===== src/rtl/rram_ctrl_pkg.sv =====
// Purpose: shared state encoding, default phase lengths and latency helpers for the RRAM sequencer.
// Latency: n/a (package only).
// Backpressure: n/a (package only).
package rram_ctrl_pkg;

  localparam int STATE_W = 3;

  typedef enum logic [STATE_W-1:0] {
    IDLE   = 3'd0,
    RDVLP  = 3'd1,
    RPRE   = 3'd2,
    RSA    = 3'd3,
    RDONE  = 3'd4,
    WPULSE = 3'd5,
    WREC   = 3'd6
  } state_t;

  localparam int DEF_DVLP_CYC = 2;
  localparam int DEF_PRE_CYC  = 1;
  localparam int DEF_SA_CYC   = 1;
  localparam int DEF_WR_CYC   = 3;

  // Cycle (acceptance edge = cycle 0) in which rsp_valid is high.
  function automatic int rd_latency(input int dvlp, input int pre, input int sa);
    return dvlp + pre + sa + 1;
  endfunction

  function automatic int wr_latency(input int wr);
    return wr + 1;
  endfunction

endpackage


===== src/rtl/rram_onehot_dec.sv =====
// Purpose: binary to one-hot decoder with an enable; all-zero output when disabled.
// Latency: combinational.
// Backpressure: none.
// Ports: bin (N-bit index), en (enable), onehot (2^N-bit select).
module rram_onehot_dec #(
  parameter int N = 3
) (
  input  logic [N-1:0]        bin,
  input  logic                en,
  output logic [(2**N)-1:0]   onehot
);

  always_comb begin
    onehot = '0;
    if (en) onehot[bin] = 1'b1;
  end

endmodule


===== src/rtl/rram_phase_timer.sv =====
// Purpose: loadable down-counter timing each sequencer phase; holds at zero.
// Latency: load takes effect at the next edge; zero flag is combinational from the count.
// Backpressure: none.
// Ports: clk, reset (sync, active-high), load, load_val, zero.
module rram_phase_timer #(
  parameter int CNT_W = 4
) (
  input  logic             clk,
  input  logic             reset,
  input  logic             load,
  input  logic [CNT_W-1:0] load_val,
  output logic             zero
);

  logic [CNT_W-1:0] cnt_q;

  always_ff @(posedge clk) begin
    if (reset) begin
      cnt_q <= '0;
    end else if (load) begin
      cnt_q <= load_val;
    end else if (cnt_q != '0) begin
      cnt_q <= cnt_q - 1'b1;
    end
  end

  assign zero = (cnt_q == '0);

endmodule


===== src/rtl/rram_seq_ctrl.sv =====
// Purpose: RRAM array sequencer; read = develop/precharge/sense phases, write = pulse + recovery.
// Latency: read rsp in cycle DVLP+PRE+SA+1, write rsp in cycle WR+1 (acceptance edge = cycle 0).
// Backpressure: req_ready only in IDLE (and never while reset is high); one request in flight.
// Ports: req_* valid/ready request, rsp_valid/rsp_rdata completion, SA_OUT sense-amp input,
//        WDATA, P/N/Y decoder selects (+complements), P_EN_REF (+complement), phase strobes.
module rram_seq_ctrl
  import rram_ctrl_pkg::*;
#(
  parameter int B_SIZE   = 4,
  parameter int X_SIZE   = 3,
  parameter int Y_SIZE   = 5,
  parameter int CNT_W    = 4,
  parameter int DVLP_CYC = DEF_DVLP_CYC,
  parameter int PRE_CYC  = DEF_PRE_CYC,
  parameter int SA_CYC   = DEF_SA_CYC,
  parameter int WR_CYC   = DEF_WR_CYC
) (
  input  logic                    clk,
  input  logic                    reset,
  input  logic                    req_valid,
  output logic                    req_ready,
  input  logic                    req_rw,
  input  logic [X_SIZE-1:0]       req_x,
  input  logic [Y_SIZE-1:0]       req_y,
  input  logic [B_SIZE-1:0]       req_wdata,
  output logic                    rsp_valid,
  output logic [B_SIZE-1:0]       rsp_rdata,
  input  logic [B_SIZE-1:0]       SA_OUT,
  output logic [B_SIZE-1:0]       WDATA,
  output logic [(2**X_SIZE)-1:0]  P_DECODER_OUT,
  output logic [(2**X_SIZE)-1:0]  NOT_P_DECODER_OUT,
  output logic [(2**X_SIZE)-1:0]  N_DECODER_OUT,
  output logic [(2**X_SIZE)-1:0]  NOT_N_DECODER_OUT,
  output logic [(2**Y_SIZE)-1:0]  Y_DECODER_OUT,
  output logic                    P_EN_REF,
  output logic                    NOT_P_EN_REF,
  output logic                    READ,
  output logic                    WRITE,
  output logic                    DVLP,
  output logic                    PRE,
  output logic                    EN_SA
);

  // Counters are loaded with LEN-1 so each timed phase lasts exactly LEN cycles.
  localparam logic [CNT_W-1:0] DVLP_LD = CNT_W'(DVLP_CYC - 1);
  localparam logic [CNT_W-1:0] PRE_LD  = CNT_W'(PRE_CYC - 1);
  localparam logic [CNT_W-1:0] SA_LD   = CNT_W'(SA_CYC - 1);
  localparam logic [CNT_W-1:0] WR_LD   = CNT_W'(WR_CYC - 1);

  state_t             state_q, state_d;
  logic [X_SIZE-1:0]  x_q;
  logic [Y_SIZE-1:0]  y_q;
  logic [B_SIZE-1:0]  wdata_q;
  logic               accept;
  logic               tmr_load;
  logic [CNT_W-1:0]   tmr_val;
  logic               tmr_zero;
  logic               p_en, n_en, y_en, wr_drive;

  assign req_ready = (state_q == IDLE) && !reset;
  assign accept    = req_valid && req_ready;

  always_ff @(posedge clk) begin
    if (reset) begin
      state_q   <= IDLE;
      x_q       <= '0;
      y_q       <= '0;
      wdata_q   <= '0;
      rsp_rdata <= '0;
    end else begin
      state_q <= state_d;
      if (accept) begin
        x_q     <= req_x;
        y_q     <= req_y;
        wdata_q <= req_wdata;
      end
      // Capture only on the last sense cycle, when the sense amps have settled.
      if (state_q == RSA && tmr_zero) rsp_rdata <= SA_OUT;
    end
  end

  always_comb begin
    state_d   = state_q;
    tmr_load  = 1'b0;
    tmr_val   = '0;
    p_en      = 1'b0;
    n_en      = 1'b0;
    y_en      = 1'b0;
    wr_drive  = 1'b0;
    P_EN_REF  = 1'b0;
    READ      = 1'b0;
    WRITE     = 1'b0;
    DVLP      = 1'b0;
    PRE       = 1'b0;
    EN_SA     = 1'b0;
    rsp_valid = 1'b0;
    case (state_q)
      IDLE: begin
        if (accept) begin
          tmr_load = 1'b1;
          if (req_rw) begin
            state_d = RDVLP;
            tmr_val = DVLP_LD;
          end else begin
            state_d = WPULSE;
            tmr_val = WR_LD;
          end
        end
      end
      RDVLP, RPRE: begin
        y_en     = 1'b1;
        p_en     = 1'b1;
        P_EN_REF = 1'b1;
        READ     = 1'b1;
        DVLP     = 1'b1;
        PRE      = (state_q == RPRE);
        if (tmr_zero) begin
          tmr_load = 1'b1;
          if (state_q == RDVLP) begin
            state_d = RPRE;
            tmr_val = PRE_LD;
          end else begin
            state_d = RSA;
            tmr_val = SA_LD;
          end
        end
      end
      RSA: begin
        READ  = 1'b1;
        PRE   = 1'b1;
        EN_SA = 1'b1;
        if (tmr_zero) state_d = RDONE;
      end
      WPULSE: begin
        y_en     = 1'b1;
        p_en     = 1'b1;
        n_en     = 1'b1;
        WRITE    = 1'b1;
        wr_drive = 1'b1;
        if (tmr_zero) state_d = WREC;
      end
      RDONE, WREC: begin
        rsp_valid = 1'b1;
        state_d   = IDLE;
      end
      default: state_d = IDLE;
    endcase
  end

  rram_phase_timer #(.CNT_W(CNT_W)) u_timer (
    .clk      (clk),
    .reset    (reset),
    .load     (tmr_load),
    .load_val (tmr_val),
    .zero     (tmr_zero)
  );

  rram_onehot_dec #(.N(X_SIZE)) u_p_dec (.bin(x_q), .en(p_en), .onehot(P_DECODER_OUT));
  rram_onehot_dec #(.N(X_SIZE)) u_n_dec (.bin(x_q), .en(n_en), .onehot(N_DECODER_OUT));
  rram_onehot_dec #(.N(Y_SIZE)) u_y_dec (.bin(y_q), .en(y_en), .onehot(Y_DECODER_OUT));

  assign NOT_P_DECODER_OUT = ~P_DECODER_OUT;
  assign NOT_N_DECODER_OUT = ~N_DECODER_OUT;
  assign NOT_P_EN_REF      = ~P_EN_REF;
  assign WDATA             = wr_drive ? wdata_q : '0;

endmodule


===== config.mk =====
export PLATFORM = sky130hd
export DESIGN_NAME = rram_seq_ctrl
export DESIGN_NICKNAME = d
export VERILOG_FILES = /design/src/rtl/rram_ctrl_pkg.sv /design/src/rtl/rram_onehot_dec.sv /design/src/rtl/rram_phase_timer.sv /design/src/rtl/rram_seq_ctrl.sv
export SDC_FILE = /design/constraint.sdc
export NUM_CORES = 1
export LEC_CHECK = 0
export CAP_MARGIN = 20
export CORE_ASPECT_RATIO = 1.25
export CORE_MARGIN = 4
export CORE_UTILIZATION = 35
export CTS_CLUSTER_SIZE = 25
export DETAILED_ROUTE_END_ITERATION = 10
export HOLD_SLACK_MARGIN = 0.05
export MAX_ROUTING_LAYER = met4
export PLACE_DENSITY_LB_ADDON = 0.1
export RECOVER_POWER = 100
export SLEW_MARGIN = 20
export SYNTH_ARGS = -nofsm -noshare
export SYNTH_HDL_FRONTEND = slang
export SYNTH_SLANG_ARGS = --single-unit

===== constraint.sdc =====
create_clock -name clk -period 2.88 [get_ports clk]
set_input_delay 0.576 -clock clk [delete_from_list [all_inputs] [get_ports clk]]
set_output_delay 0.576 -clock clk [all_outputs]
set_load 0.05 [all_outputs]

==> qor.csv, run 1 <==
metric,value,unit
area of the mapped netlist,0.00155,mm2
main flop type after synthesis,dfxtp_1,
grt ovf,0,
setup bufs post-CTS,0,
sum of net half-perimeters after detailed placement,4180,um
first-pass GRT wire length,8210,um
clk_lat worst skew,0.27,ns
Critical Path End Type,output pin,
final wirelength,5430,um
CTS root buf,clkbuf_8,
Clock Pin Slew Worst Setup and Hold Paths,0.08,ns
drt pass-1 iters,4,
drt drc,0,
die span in x,67.5,um
Tot GR Track Use,19.5,%
Critical Path Start Type,register,
crit path capture,NOT_N_DECODER_OUT[0],
Max VDD drop,0.000979,V
Initial Util,37.1,%
CTS Hold Buffers Added,0,
fraction of registers with async set/reset,0,%
Crit Path Max Fanout,13,
CP Class,reg2out,
input/output buffers,100,
number of cell rows,26,
Crit path required time,2.30,ns
top cell type's share of synthesized area,29.8,%
Synth Register Bits,23,
r2r startpoint,u_timer.cnt_q[0],
ratio of cells with drive above 1 in the final layout,24.2,%
die area,0.00555,mm2
Hold Slack,0.474,ns
Reg2Reg Capture Point,u_timer.cnt_q[1],
"top cells by area, synth","dfxtp_1 (30%), nor2_1 (11%), nand3_1 (5.8%), mux2_2 (5.1%), nor2b_1 (4.9%)",
Initial DRC Count,115,
Antenna diodes,0,
WL/cell,14.5,um
ANT nets after route,0,
H-Tree Depth,1,
fin crit period,2.70,ns
Inst Count DP,370,
Core ar.,0.00416,mm2
"count leader, synth",nor2_1,
clk sink count,23,
Leak,1.02,nW
total CTS buffers,3,
via count,1855,
measured slew at the worst slew-check pin,1.05,ns
post-synth net total,242,
r2r setup slk,0.77,ns
Vias/cell,4.96,
largest net degree at the start of global routing,25,
Peak Freq,0.371,GHz
critical path data arrival time,2.12,ns
synth warn,0,
Post-synth EDFFs,0,
Area Overhead vs Synth,52.6,%
die height,82.3,um
Synth Instances,221,
status,"complete, no violations",
antenna violations before repair,0,
final hold viol count,0,
Tcrit/Tclk final,93.6,%
Max clock buf depth,2,
Synth area leader,dfxtp_1,
CP startpoint,state_q[1],
Final nets,340,
CTS tree,yes,
Placer Congestion,0.827,
commonest cells in the netlist,"nor2_1 (46), dfxtp_1 (23), nand3_1 (18)",
PD cells,813,mW/mm2
vias in the first global route,1706,
io pins,101,
"Seq/Total Area, Yosys",29.8,%
skew final,0.00121,ns
Yosys cell types,38,
Syn Area/Cell,7.00,um2
max cap viols,0,
RSZ-0062 raised after global routing,no,
Hold Crit Class,reg2reg,
"Slew Viols, Final",0,
Non-Filler Instances,374,
worst r2r path cells,5,
Final Setup Violations,0,
relative slew slack,29.9,%
## power by group
part | total, W | switching, W | leakage [nW] | internal, W
registers | 0.000508 | 0.000111 | 0.189 | 0.000396
logic | 0.00121 | 0.000817 | 0.811 | 0.000393
clock network | 0.000201 | 0.000102 | 0.0228 | 0.0000989
total | 0.00192 | 0.00103 | 1.02 | 0.000889
## cells by family (layout without fill, tap and decap cells)
logic type | count (synthesis) | after routing | share of synthesized area [%]
buffers and inverters | 29 | 126 | 7.69
DFF | 23 | 23 | 29.8
adders and majority gates | 1 | 1 | 0.809
and+or+nand+nor | 127 | 127 | 42.3
muxes | 8 | 8 | 5.74
AOI/OAI and AO/OA | 32 | 32 | 13.1
xor gates and xnor gates | 1 | 1 | 0.566
## area by class of cell
cell class                 count  area [um2]
sequential                    23         462
inverter                      17        63.8
fill                         437        1800
timing repair buffer         105         767
clock buffer                   4        45.0
tap                           56        70.1
multi-input combinational    169         952
## timing repair
item | in CTS | in global routing
hold endpoints to repair | 0 | 0
resized for setup | 0 | 4
setup endpoints to repair | 0 | 17
## state kept, by name (all words and copies together), names as in the netlist
register / flops
state_q: 3
x_q: 3
u_timer.cnt_q: 4
y_q: 5
wdata_q: 4
rsp_rdata: 4
## how the worst min path moves through the flow
stage	from	endpoint	depth (start not counted)
after global placement	rsp_rdata[3]	rsp_rdata[3]	2
after CTS	rsp_rdata[3]	rsp_rdata[3]	2
final	rsp_rdata[3]	rsp_rdata[3]	2
after detailed placement	rsp_rdata[3]	rsp_rdata[3]	2
after global routing	rsp_rdata[3]	rsp_rdata[3]	2
after floorplan	x_q[1]	x_q[1]	2
## worst max-delay path, cell delays in order (launching register included)
cell and delay (ns):
dfxtp_1 0.43, nand3b_1 0.34, nor4_1 0.31, inv_1 0.07, clkdlybuf4s50_1 0.70
## placed cells by master (no fill, tap or decap), drive strengths merged, types with 12 or more instances in the layout
cell           synthesis  final
nor2                  47     47
inv                   16     16
nand2                 13     13
dfxtp                 23     23
dlygate4sd3            0     12
nor2b                 12     12
clkbuf                 8     63
nand3                 18     18
clkdlybuf4s50          0     20
buf                    4     13
## layer usage
layer	wire length, um	track usage [%]
met1	2530	25.1
met4	50	4.87
met3	296	3.11
met5	0	-
met2	2550	31.8
## per-stage QoR
step	setup slack, ns	total power (W)	utilization (%)	TNS, ns	area, um2
5_1_grt	0.0310	0.00206	56.7	0	2360
4_1_cts	0.0584	0.00206	72.0	0	3000
3_5_place_dp	0.355	0.00186	70.9	0	2950
6_report	0.183	0.00192	56.7	0	2360
2_1_floorplan	-0.205	0.00141	-	-0.615	1550
3_3_place_gp	0.456	0.00184	70.9	0	2950
Power figures use the tool's default switching activity.
==> run 2, diff against run 1 <==
--- a/config.mk
+++ b/config.mk
@@ -8,7 +8,7 @@
 export CAP_MARGIN = 20
 export CORE_ASPECT_RATIO = 1.25
 export CORE_MARGIN = 4
-export CORE_UTILIZATION = 35
+export CORE_UTILIZATION = 30
 export CTS_CLUSTER_SIZE = 25
 export DETAILED_ROUTE_END_ITERATION = 10
 export HOLD_SLACK_MARGIN = 0.05
==> constraint.sdc (replaced) <==
create_clock -name clk -period 2.5 [get_ports clk]
set_input_delay 0.5 -clock clk [delete_from_list [all_inputs] [get_ports clk]]
set_output_delay 0.5 -clock clk [all_outputs]
set_load 0.05 [all_outputs]
==> qor.csv, run 2 (synthesized netlist as in run 1, its figures left out) <==
metric,value,unit,change
die height,88.3,um,+7.2%
Final WS setup,0.147,ns,-0.0359 ns
RSZ-0062 raised after global routing,no,,
fin crit period,2.35,ns,
CP Class,reg2out,,
Multi-input gate area,957,um2,+0.53%
drt pass-1 iters,4,,unchanged
WHS Path Cells,2,,unchanged
input/output buffers,100,,unchanged
CTS tree,yes,,
hold_sp,rsp_rdata[0],,
Max VDD drop,0.00101,V,+3.4%
Reg2Reg Capture Point,u_timer.cnt_q[1],,
Hold Slack,0.472,ns,-0.00208 ns
Initial DRC Count,80,,-30%
WL/cell,14.3,um,-1.2%
skew final,0.00357,ns,+0.00236 ns
Clock Pin Slew Worst Setup and Hold Paths,0.08,ns,about the same
largest net degree at the start of global routing,25,,unchanged
Tot GR Track Use,16.6,%,-2.9 points
Crit Path Max Fanout,10,,-3
ratio of cells with drive above 1 in the final layout,29.4,%,+5.2 points
Max clock buf depth,2,,unchanged
Placer Congestion,0.818,,-1.1%
FF+latch area,463,um2,+0.27%
CTS root buf,clkbuf_8,,
clk sink count,23,,unchanged
"commonest non-fill, non-tap cells in the layout","clkbuf_2 (48), nor2_1 (47), dfxtp_1 (21), clkdlybuf4s50_1 (19), nand3_1 (18)",,
Final Setup Violations,0,,unchanged
grt ovf,0,,unchanged
antenna violations before repair,0,,unchanged
status,"complete, no violations",,
Total Power,0.00222,W,+16%
Leak,1.16,nW,+13%
critical path data arrival time,1.85,ns,-0.27 ns
final wirelength,5490,um,+1.1%
ANT nets after route,0,,unchanged
"commonest non-fill, non-tap cell in the layout",clkbuf_2,,
Antenna diodes,0,,unchanged
FILL cells,503,,+15%
relative slew slack,29.2,%,-0.68 points
Non-Filler Instances,383,,+2.4%
measured slew at the worst slew-check pin,1.06,ns,+0.0102 ns
Initial Util,31.8,%,-5.4 points
vias in the first global route,1639,,-3.9%
first-pass GRT wire length,8300,um,+1.1%
Crit path required time,2.00,ns,-0.30 ns
total CTS buffers,3,,unchanged
clk_lat worst skew,0.26,ns,about the same
Peak Freq,0.425,GHz,
drt drc,0,,unchanged
hold endpoint,rsp_rdata[0],,
die span in x,72.2,um,+7.1%
Hold Crit Class,reg2reg,,
r2r startpoint,u_timer.cnt_q[0],,
Area Overhead vs Synth,63.4,%,
number of cell rows,28,,+7.7%
r2r setup slk,0.42,ns,-0.35 ns
via count,1848,,-0.38%
largest register by flop count,y_q,,
Critical Path Start Type,register,,
setup_tns,0,ns,unchanged
die area,0.00638,mm2,+15%
Critical Path End Type,output pin,,
worst r2r path cells,5,,unchanged
Tcrit/Tclk final,94.1,%,
PD cells,879,mW/mm2,+8.1%
io pins,101,,unchanged
H-Tree Depth,1,,unchanged
Core ar.,0.00487,mm2,+17%
Vias/cell,4.83,,-2.7%
"Slew Viols, Final",0,,unchanged
worst slack at placement,0.143,ns,-0.212 ns
max cap viols,0,,unchanged
Inst Count DP,375,,+1.4%
Largest register FFs,5,,unchanged
final hold viol count,0,,unchanged
sum of net half-perimeters after detailed placement,4270,um,+2.1%
Final nets,345,,+1.5%
run 2: metrics by stage:
step / utilization [%] / cell area [um2]
after floorplan: - / 1580
after global placement: 65.3 / 3180
after detailed placement: 65.3 / 3180
after CTS: 66.9 / 3260
after global routing: 51.9 / 2530
final: 51.9 / 2530
run 2: how the worst max path moves through the flow:
| stage | from | endpoint | slack [ns] |
|---|---|---|---|
| finish | state_q[0] | Y_DECODER_OUT[17] | 0.15 |
| global route | reset | u_timer.cnt_q[1] | 0.03 |
| CTS | state_q[1] | N_DECODER_OUT[7] | 0.01 |
| detailed placement | state_q[1] | Y_DECODER_OUT[6] | 0.14 |
| global placement | state_q[1] | Y_DECODER_OUT[29] | 0.19 |
| floorplan | state_q[0] | NOT_N_DECODER_OUT[1] | -0.51 |
run 2: routing by layer:
metal	global-route usage [%]	vias up	share of wire, %
li1	-	943	-
met1	21.7	830	47
met2	27.4	71	47
met3	1.82	4	5.2
met4	3.59	0	0.75
met5	-	-	0
run 2: cell type report:
| class | instances | area share [%] |
|---|---|---|
| Clock buffer | 3 | 1.63 |
| Clock inverter | 1 | 0.198 |
| Inverter | 17 | 2.77 |
| Multi-Input combinational cell | 169 | 37.9 |
| Sequential cell | 23 | 18.3 |
| Tap cell | 60 | 2.97 |
| Timing Repair Buffer | 110 | 36.2 |
run 2: worst max-delay path: stages, from the launching register on:
cell      delay, ns
dfxtp_2        0.44
nor2b_1        0.26
buf_4          0.20
o211ai_1       0.09
buf_4          0.18
nor2_1         0.13
clkbuf_2       0.30
run 2: repair_timing:
action                     in CTS  in global routing
pin swaps                       4                  1
setup buffers                   4                  0
hold buffers                    0                  0
resized for setup               0                  4
setup endpoints to repair      32                 38
run 2: report_power, final:
group	leakage, nW	switching, W	internal [W]
clock network	0.0255	0.000117	0.000111
registers	0.189	0.000133	0.000458
logic	0.942	0.000938	0.000465
